File: src/rtl/reg_arb_pkg.sv
// reg_arb_pkg: shared FSM states, op encoding and default parameters for reg_arb
package reg_arb_pkg;
  typedef enum logic [1:0] {IDLE, BUSY, DONE} state_t;
  typedef enum logic {OP_WR, OP_RD} op_t;
  localparam int unsigned TIMEOUT_DEF = 255;
  localparam logic [31:0] ERR_DATA_DEF = 32'hDEAD_BEEF;
endpackage

File: src/rtl/reg_arb_rr_arb2.sv
// rr_arb2: combinational 2-way round-robin pick favouring the master that did not win last
module rr_arb2 (
  input  logic [1:0] req,
  input  logic       last_grant,
  output logic       gnt
);
  assign gnt = &req ? ~last_grant : req[1];
endmodule

File: src/rtl/reg_arb.sv
// reg_arb: two-master to one-slave register bus arbiter with round-robin grant and timeout
module reg_arb
  import reg_arb_pkg::*;
#(
  parameter int unsigned TIMEOUT  = TIMEOUT_DEF,
  parameter logic [31:0] ERR_DATA = ERR_DATA_DEF
) (
  input  logic        clk,
  input  logic        reset,
  input  logic        m0_wen,
  input  logic [31:0] m0_waddr,
  input  logic [31:0] m0_wdata,
  input  logic [7:0]  m0_wstrb,
  input  logic        m0_ren,
  input  logic [31:0] m0_raddr,
  output logic        m0_wrdy,
  output logic        m0_rrdy,
  output logic [31:0] m0_rdata,
  input  logic        m1_wen,
  input  logic [31:0] m1_waddr,
  input  logic [31:0] m1_wdata,
  input  logic [7:0]  m1_wstrb,
  input  logic        m1_ren,
  input  logic [31:0] m1_raddr,
  output logic        m1_wrdy,
  output logic        m1_rrdy,
  output logic [31:0] m1_rdata,
  output logic        s_wen,
  output logic [31:0] s_waddr,
  output logic [31:0] s_wdata,
  output logic [7:0]  s_wstrb,
  output logic        s_ren,
  output logic [31:0] s_raddr,
  input  logic        s_wrdy,
  input  logic        s_rrdy,
  input  logic [31:0] s_rdata,
  output logic        err,
  output logic        owner
);
  state_t      state, state_nx;
  op_t         op;
  logic        last_grant, gnt, busy, slv_rdy, tmo_hit, done, wrdy, rrdy;
  logic [1:0]  req;
  logic [15:0] cnt;
  logic [31:0] rd_data;
  assign req = {m1_wen | m1_ren, m0_wen | m0_ren};
  rr_arb2 u_rr (
    .req        (req),
    .last_grant (last_grant),
    .gnt        (gnt)
  );
  assign busy    = (state == BUSY) && !reset;
  assign s_wen   = busy && (op == OP_WR);
  assign s_ren   = busy && (op == OP_RD);
  assign s_waddr = s_wen ? (owner ? m1_waddr : m0_waddr) : '0;
  assign s_wdata = s_wen ? (owner ? m1_wdata : m0_wdata) : '0;
  assign s_wstrb = s_wen ? (owner ? m1_wstrb : m0_wstrb) : '0;
  assign s_raddr = s_ren ? (owner ? m1_raddr : m0_raddr) : '0;
  assign slv_rdy = (op == OP_WR) ? s_wrdy : s_rrdy;
  assign tmo_hit = cnt == 16'(TIMEOUT - 1);
  assign done    = busy && (slv_rdy || tmo_hit);
  assign err     = busy && !slv_rdy && tmo_hit;
  assign wrdy    = s_wen && (s_wrdy || tmo_hit);
  assign rrdy    = s_ren && (s_rrdy || tmo_hit);
  assign rd_data = s_rrdy ? s_rdata : ERR_DATA;
  assign m0_wrdy  = wrdy && !owner;
  assign m1_wrdy  = wrdy && owner;
  assign m0_rrdy  = rrdy && !owner;
  assign m1_rrdy  = rrdy && owner;
  assign m0_rdata = m0_rrdy ? rd_data : '0;
  assign m1_rdata = m1_rrdy ? rd_data : '0;
  // next state: grant on any request, hold until ready or timeout, one DONE gap cycle
  always_comb begin
    state_nx = state;
    state_nx = (state == IDLE) ? (|req ? BUSY : IDLE) :
               (state == BUSY) ? (done ? DONE : BUSY) : IDLE;
  end
  // state, grant bookkeeping and timeout counter
  always_ff @(posedge clk) begin
    if (reset) begin
      state      <= IDLE;
      cnt        <= '0;
      last_grant <= 1'b1;
      owner      <= 1'b0;
      op         <= OP_WR;
    end else begin
      state <= state_nx;
      if (state == IDLE) begin
        cnt <= '0;
        if (|req) begin
          owner <= gnt;
          op    <= (gnt ? m1_wen : m0_wen) ? OP_WR : OP_RD;
        end
      end else if (state == BUSY) begin
        cnt <= cnt + 16'd1;
        if (done) last_grant <= owner;
      end
    end
  end
endmodule

File: config.mk
export PLATFORM = sky130hd
export DESIGN_NAME = reg_arb
export DESIGN_NICKNAME = d
export VERILOG_FILES = /design/src/rtl/reg_arb_pkg.sv /design/src/rtl/reg_arb_rr_arb2.sv /design/src/rtl/reg_arb.sv
export SDC_FILE = /design/constraint.sdc
export NUM_CORES = 1
export LEC_CHECK = 0
export ABC_AREA = 1
export CAP_MARGIN = 0
export CORE_AREA = 2 2 165 167
export CTS_BUF_LIST = sky130_fd_sc_hd__clkbuf_2
export DETAILED_ROUTE_END_ITERATION = 8
export DIE_AREA = 0 0 167 169
export GPL_TIMING_DRIVEN = 0
export PLACE_DENSITY = 0.45
export SLEW_MARGIN = 20
export SYNTH_ARGS = -nofsm -noshare
export SYNTH_HDL_FRONTEND = slang
export SYNTH_SLANG_ARGS = --single-unit
File: constraint.sdc
create_clock -name clk -period 1.98 [get_ports clk]
set_input_delay 0.495 -clock clk [delete_from_list [all_inputs] [get_ports clk]]
set_output_delay 0.495 -clock clk [all_outputs]
set_load 0.02 [all_outputs]
Yosys cells after proc, flatten, opt, wreduce, memory -nomap -nowiden. Cells that the tools add are included.

Register bits after elaboration: 21. Input bits: 248. Word-level logic and storage cells: 56. Output and inout bits: 176.

Add/subtract/negate cells: 1. Mux-type cells: 19. Bitwise gates (word level): 5. Equal/unequal tests: 2. Reduce and logical (&&, ||, !) cells: 24.

Operators by type and width (number): $mux 32 (9); $add 16x1->16 const B (1); $eq 16x8->1 const B (1); $mux 8 (2); $logic_and 1x1->1 (12); $mux 2 (3); $mux 1 (5); $reduce_and 2->1 (2); $reduce_or 2->1 (2); $logic_not 1->1 (3); $logic_or 1x1->1 (3); $not 1->1 (3); $reduce_and 3->1 (1); $eq 2x1->1 const B (1); $logic_not 2->1 (1); $or 1x1->1 (2).

Logic depth before layout (Yosys ltp).
Depth in word-level cells: 6. Gate-level depth with buffers: 9. Gate-level depth less buffers: 9.

Hierarchy. A second synthesis with hierarchy kept.

Cells, all modules: 667. Area total of the unflattened synthesis: 3268.1 um^2.

Modules (own cells, without submodules): reg_arb (sequential area each 420.4 um^2, instances 1, cells each 665, area each 3255.6 um^2); rr_arb2 (sequential area each 0.0 um^2, instances 1, cells each 2, area each 12.5 um^2).

Worst setup path after synthesis. OpenSTA, ideal clock, no wires.

Path type: in2out. Start: input port reset. End: output port s_waddr[0]. Data required time: 1.485 ns. Cell stages on the path: 6. Buffers on the path: 1. Slack: -0.123 ns. Data arrival time: 1.608 ns. Cells stage by stage: nor2_4 > inv_2 > nor2_2 > inv_2 > clkbuf_1 > a21oi_1.

Cells in the longest elaborated chain, start to end: 4.

Ends and longest elaborated chain: start, declared (RTL line reg_arb.sv:9) `input logic reset,`; $logic_not 1->1 (RTL line reg_arb.sv:52) `assign busy = (state == BUSY) && !reset;`; $logic_and 1x1->1 (RTL line reg_arb.sv:52); $logic_and 1x1->1 (RTL line reg_arb.sv:53) `assign s_wen = busy && (op == OP_WR);`; named net s_wen (RTL line reg_arb.sv:28) `output logic s_wen,`; $mux 32 (RTL line reg_arb.sv:55) `assign s_waddr = s_wen ? (owner ? m1_waddr : m0_waddr) : '0;`; end, declared (RTL line reg_arb.sv:29) `output logic [31:0] s_waddr,`.

The timed path passes the listed nets, and every way through them passes these cells.

Worst setup path in the final report.
Start: register state[1]. End: output port s_waddr[20].

Cells in the longest elaborated chain, start to end: 4.

Ends and longest elaborated chain: start, declared (RTL line reg_arb.sv:40) `state_t state, state_nx;`; start signal, assigned (RTL line reg_arb.sv:87) `state <= state_nx;`; $eq 2x1->1 (RTL line reg_arb.sv:52); $logic_and 1x1->1 (RTL line reg_arb.sv:52); $logic_and 1x1->1 (RTL line reg_arb.sv:53); $mux 32 (RTL line reg_arb.sv:55).

No other way between the ends.

==> run summary <==
The register area share after synthesis is 0.134. 0 antenna diodes ended up in the layout. The die outline area came out at 28200 um2. The initial utilization of the core area, before any placement, comes to 0.119. Max-cap violations in this run came to 0.

The number of synthesis warnings is 0. In this run the deepest clock path goes through 2 buffers. In the post-route analysis, the smallest setup slack over all paths is -448 ps.

The overall via count from detail_route came out at 6090. By instance count, the leading cell after synthesis is nand2_1. The final-stage net count came out at 1378. The share of Yosys cell area claimed by the top area cell type is 0.295. The maximum resistive drop on vdd came out at 0.192 mV. The routed wire length is 27.2 mm.

The cell area power density is 399 nW/um2. The average vias per placed instance is 4.15. The time the final worst path needs with I/O delays and setup came out at 2430 ps.

The number of antenna violations at the first check in global routing is 0. At the end of routability-driven placement, the weighted congestion stood at 0.873. The final design utilization came out at 0.393. The clock skew is 24.5 ps. The synthesized design contains 0 enable-type register cells. In this run the tool buffered the top-level ports with 422 buffer cells.

The final standard cell count with taps included and fillers excluded is 1468. The number of buffers added to fix hold violations after cts came out at 0. The root buffer cell chosen for the clock tree is clkbuf_2. The count of placed standard cells including taps is 1407.

The die outline width came out at 167 um. The start-to-end type of the worst setup path is reg2out. The logic gate share of total power came out at 0.837. For the worst-skew pair, the clock arrives at the later sink with an insertion delay of 350 ps. The worst setup timing slack at the placement stage came out at -1530 ps. The register bit total from synthesis is 21. For this design, the sink count on the clock tree is 21. The number of distinct library cells after synthesis came out at 27. The detail route stage leaves a number of antenna-violating nets equal to 0.

The fraction of power consumed by sequential logic is 0.116. The final reports fail on setup timing. After detailed routing, the average wire length per cell comes to 18.5 um. The number of hold violations in the final report came out at 0.

Data arrives at the worst endpoint at 1930 ps. The row count is 60. The relative contribution of the clock network to total power is 0.047. Setup repair after global routing could not meet its margin everywhere. After detailed placement, the total cell area comes to 7990 um2. The die span in y came out at 169 um. The combined global-route utilization of all metal layers is 0.174. The fill cell instance count of the final layout is 2810. The violation count after the first detailed-routing iteration is 122. The number of global-route vias before repair came out at 5977. Cell internal power was estimated by the tool at 2.17 mW.

The maximum clock frequency came out at 412 MHz. TritonCTS built the clock tree. The power dissipated by switching net loads came out at 1.99 mW. The core area is 26500 um2. The synthesized instance count is 644. The first-pass GRT wire length is 37.8 mm.

Global routing finished with a remaining overflow of 0. After synthesis, the share of flip-flops with an asynchronous set or reset is 0. Of the total power, the share spent switching nets is 0.478. The clock slew at the register clock pins of the worst setup and hold paths is 230 ps. The total number of H-tree levels came out at 1. Sorting the synthesized cells by how often they occur yields nand2_1 (247), a21oi_1 (113), nor2_1 (90), inv_1 (43), clkbuf_1 (31).

The normalized max-slew margin came out at 0.553. The mean instance size in the synthesized netlist came out at 4.88 um2. In this run the worst path has a maximum fanout of 8. The growth of design area from synthesis to finish came out at 231%. The worst setup path is launched from a flip-flop. The class of the worst hold path is in2reg. The pre-antenna-repair detailed-routing pass consisted of 4 iterations.

The net count after synthesis came out at 894. The number of remaining DRC errors came out at 0. nand2_1 takes more of the synthesized area than any other cell. The flow ran to the end, but the final reports show violations.

The leakage power total came out at 4.31 nW. The I/O pin count is 424. Dividing the final minimum period by the clock period gives 1.23. The pin count of the biggest net entering global routing came out at 12. The final count of negative-setup-slack endpoints is 174. The HPWL after detailed placement came out at 21.2 mm. The number of buffers inserted during clock tree synthesis is 3. The number of pins with negative max-slew slack in the final report is 0.

In the synthesized netlist the dominant register cell turns out to be dfxtp_1. The post-synthesis instance area came out at 3150 um2. The final instance area came out at 10400 um2. The actual slew at the worst max-slew pin came out at 670 ps. The share of post-route cells with drive strength above 1 is 0.406. The worst setup path is captured at an output port. In the post-synthesis netlist, the biggest area contributors are nand2_1 (29%), a21oi_1 (18%), dfxtp_1 (13%), nor2_1 (11%), inv_1 (5.1%). At the worst endpoint, the required time is 1480 ps.
## cell type report
type | instances | area [um2] | share of cell area
repair buffers | 479 | 5100 | 0.489
multi-input cells | 528 | 3690 | 0.354
plain buffers | 45 | 518 | 0.0497
flip-flops and latches | 21 | 435 | 0.0418
well taps | 341 | 427 | 0.0409
inverters | 49 | 220 | 0.0211
clock buffers | 4 | 20.0 | 0.00192
repair inverters | 1 | 20.0 | 0.00192
## metal layers
metal / GRT usage / vias up / wire [um]
li1: - / 3016 / -
met1: 0.208 / 2806 / 10900
met2: 0.329 / 250 / 14300
met3: 0.0325 / 18 / 1720
met4: 0.0236 / 0 / 301
met5: 0 / - / 0
## final timing paths
kind	from	endpoint	slack, ps	depth (start not counted)
min reg2reg	cnt[7]	cnt[7]	500	2
max	state[1]	s_waddr[20]	-450	11
min	reset	owner	420	2
max reg2reg	cnt[0]	cnt[10]	310	9
## critical path, cell delays in order (launching register included)
cell       delay, ps
dfxtp_2          380
inv_2             70
nand2_4           50
nor2_4           110
inv_4             70
nor2_4           120
buf_12           160
inv_16            60
buf_12           130
clkbuf_16        160
a21oi_4          130
buf_6            140
## what timing repair did
item,CTS,global route
endpoints found under the hold margin,0,0
gates cloned,8,7
gates resized for setup,1258,171
setup buffers,35,13
pin swaps,11,12
endpoints found under the setup margin,175,175
## flip-flops by register name, indices dropped and copies added, names as in the netlist
signal,flops
op,1
cnt,16
state,2
last_grant,1
owner,1
## stage by stage
stage	total power [mW]	TNS (ps)	hold WS (ps)
final	4.16	-61180	415
after global routing	4.40	-80960	373
after CTS	3.81	-70320	498
after detailed placement	2.85	-220990	485
after global placement	2.85	-223300	479
after floorplan	1.55	-4240	452
## cells by family (layout without fill, tap and decap cells)
group           Yosys count  in the layout  share of synthesized area
fa+ha+maj                 2              2                    0.00795
buf+inv                  95            578                      0.124
xor+xnor                  1              1                    0.00278
flops                    21             21                      0.134
compound gates          127            127                      0.204
simple gates            398            398                      0.527
## power by group through the flow
stage               Sequential, mW  Combinational, mW  Clock [mW]
floorplan                    0.484               1.07           0
global placement             0.486               2.37           0
detailed placement           0.486               2.36           0
CTS                          0.483               3.13       0.204
global route                 0.487               3.69       0.223
finish                       0.483               3.48       0.197
## cell usage in the layout, fill, tap and decap left out, types with 4 or more instances in the layout
cell type / n
inv_2: 4
nor2_1: 68
buf_6: 159
clkbuf_4: 7
a21oi_1: 9
buf_4: 57
nand3_1: 9
nor2_4: 32
buf_8: 5
inv_1: 40
nor2_2: 12
clkdlybuf4s50_1: 246
clkbuf_16: 14
o21ai_0: 9
dfxtp_1: 11
nand4_1: 19
a21oi_4: 92
a21oi_2: 12
dfxtp_2: 9
clkbuf_2: 15
buf_12: 16
nand2_1: 245
Note: power is estimated with default switching activity, not from simulation.
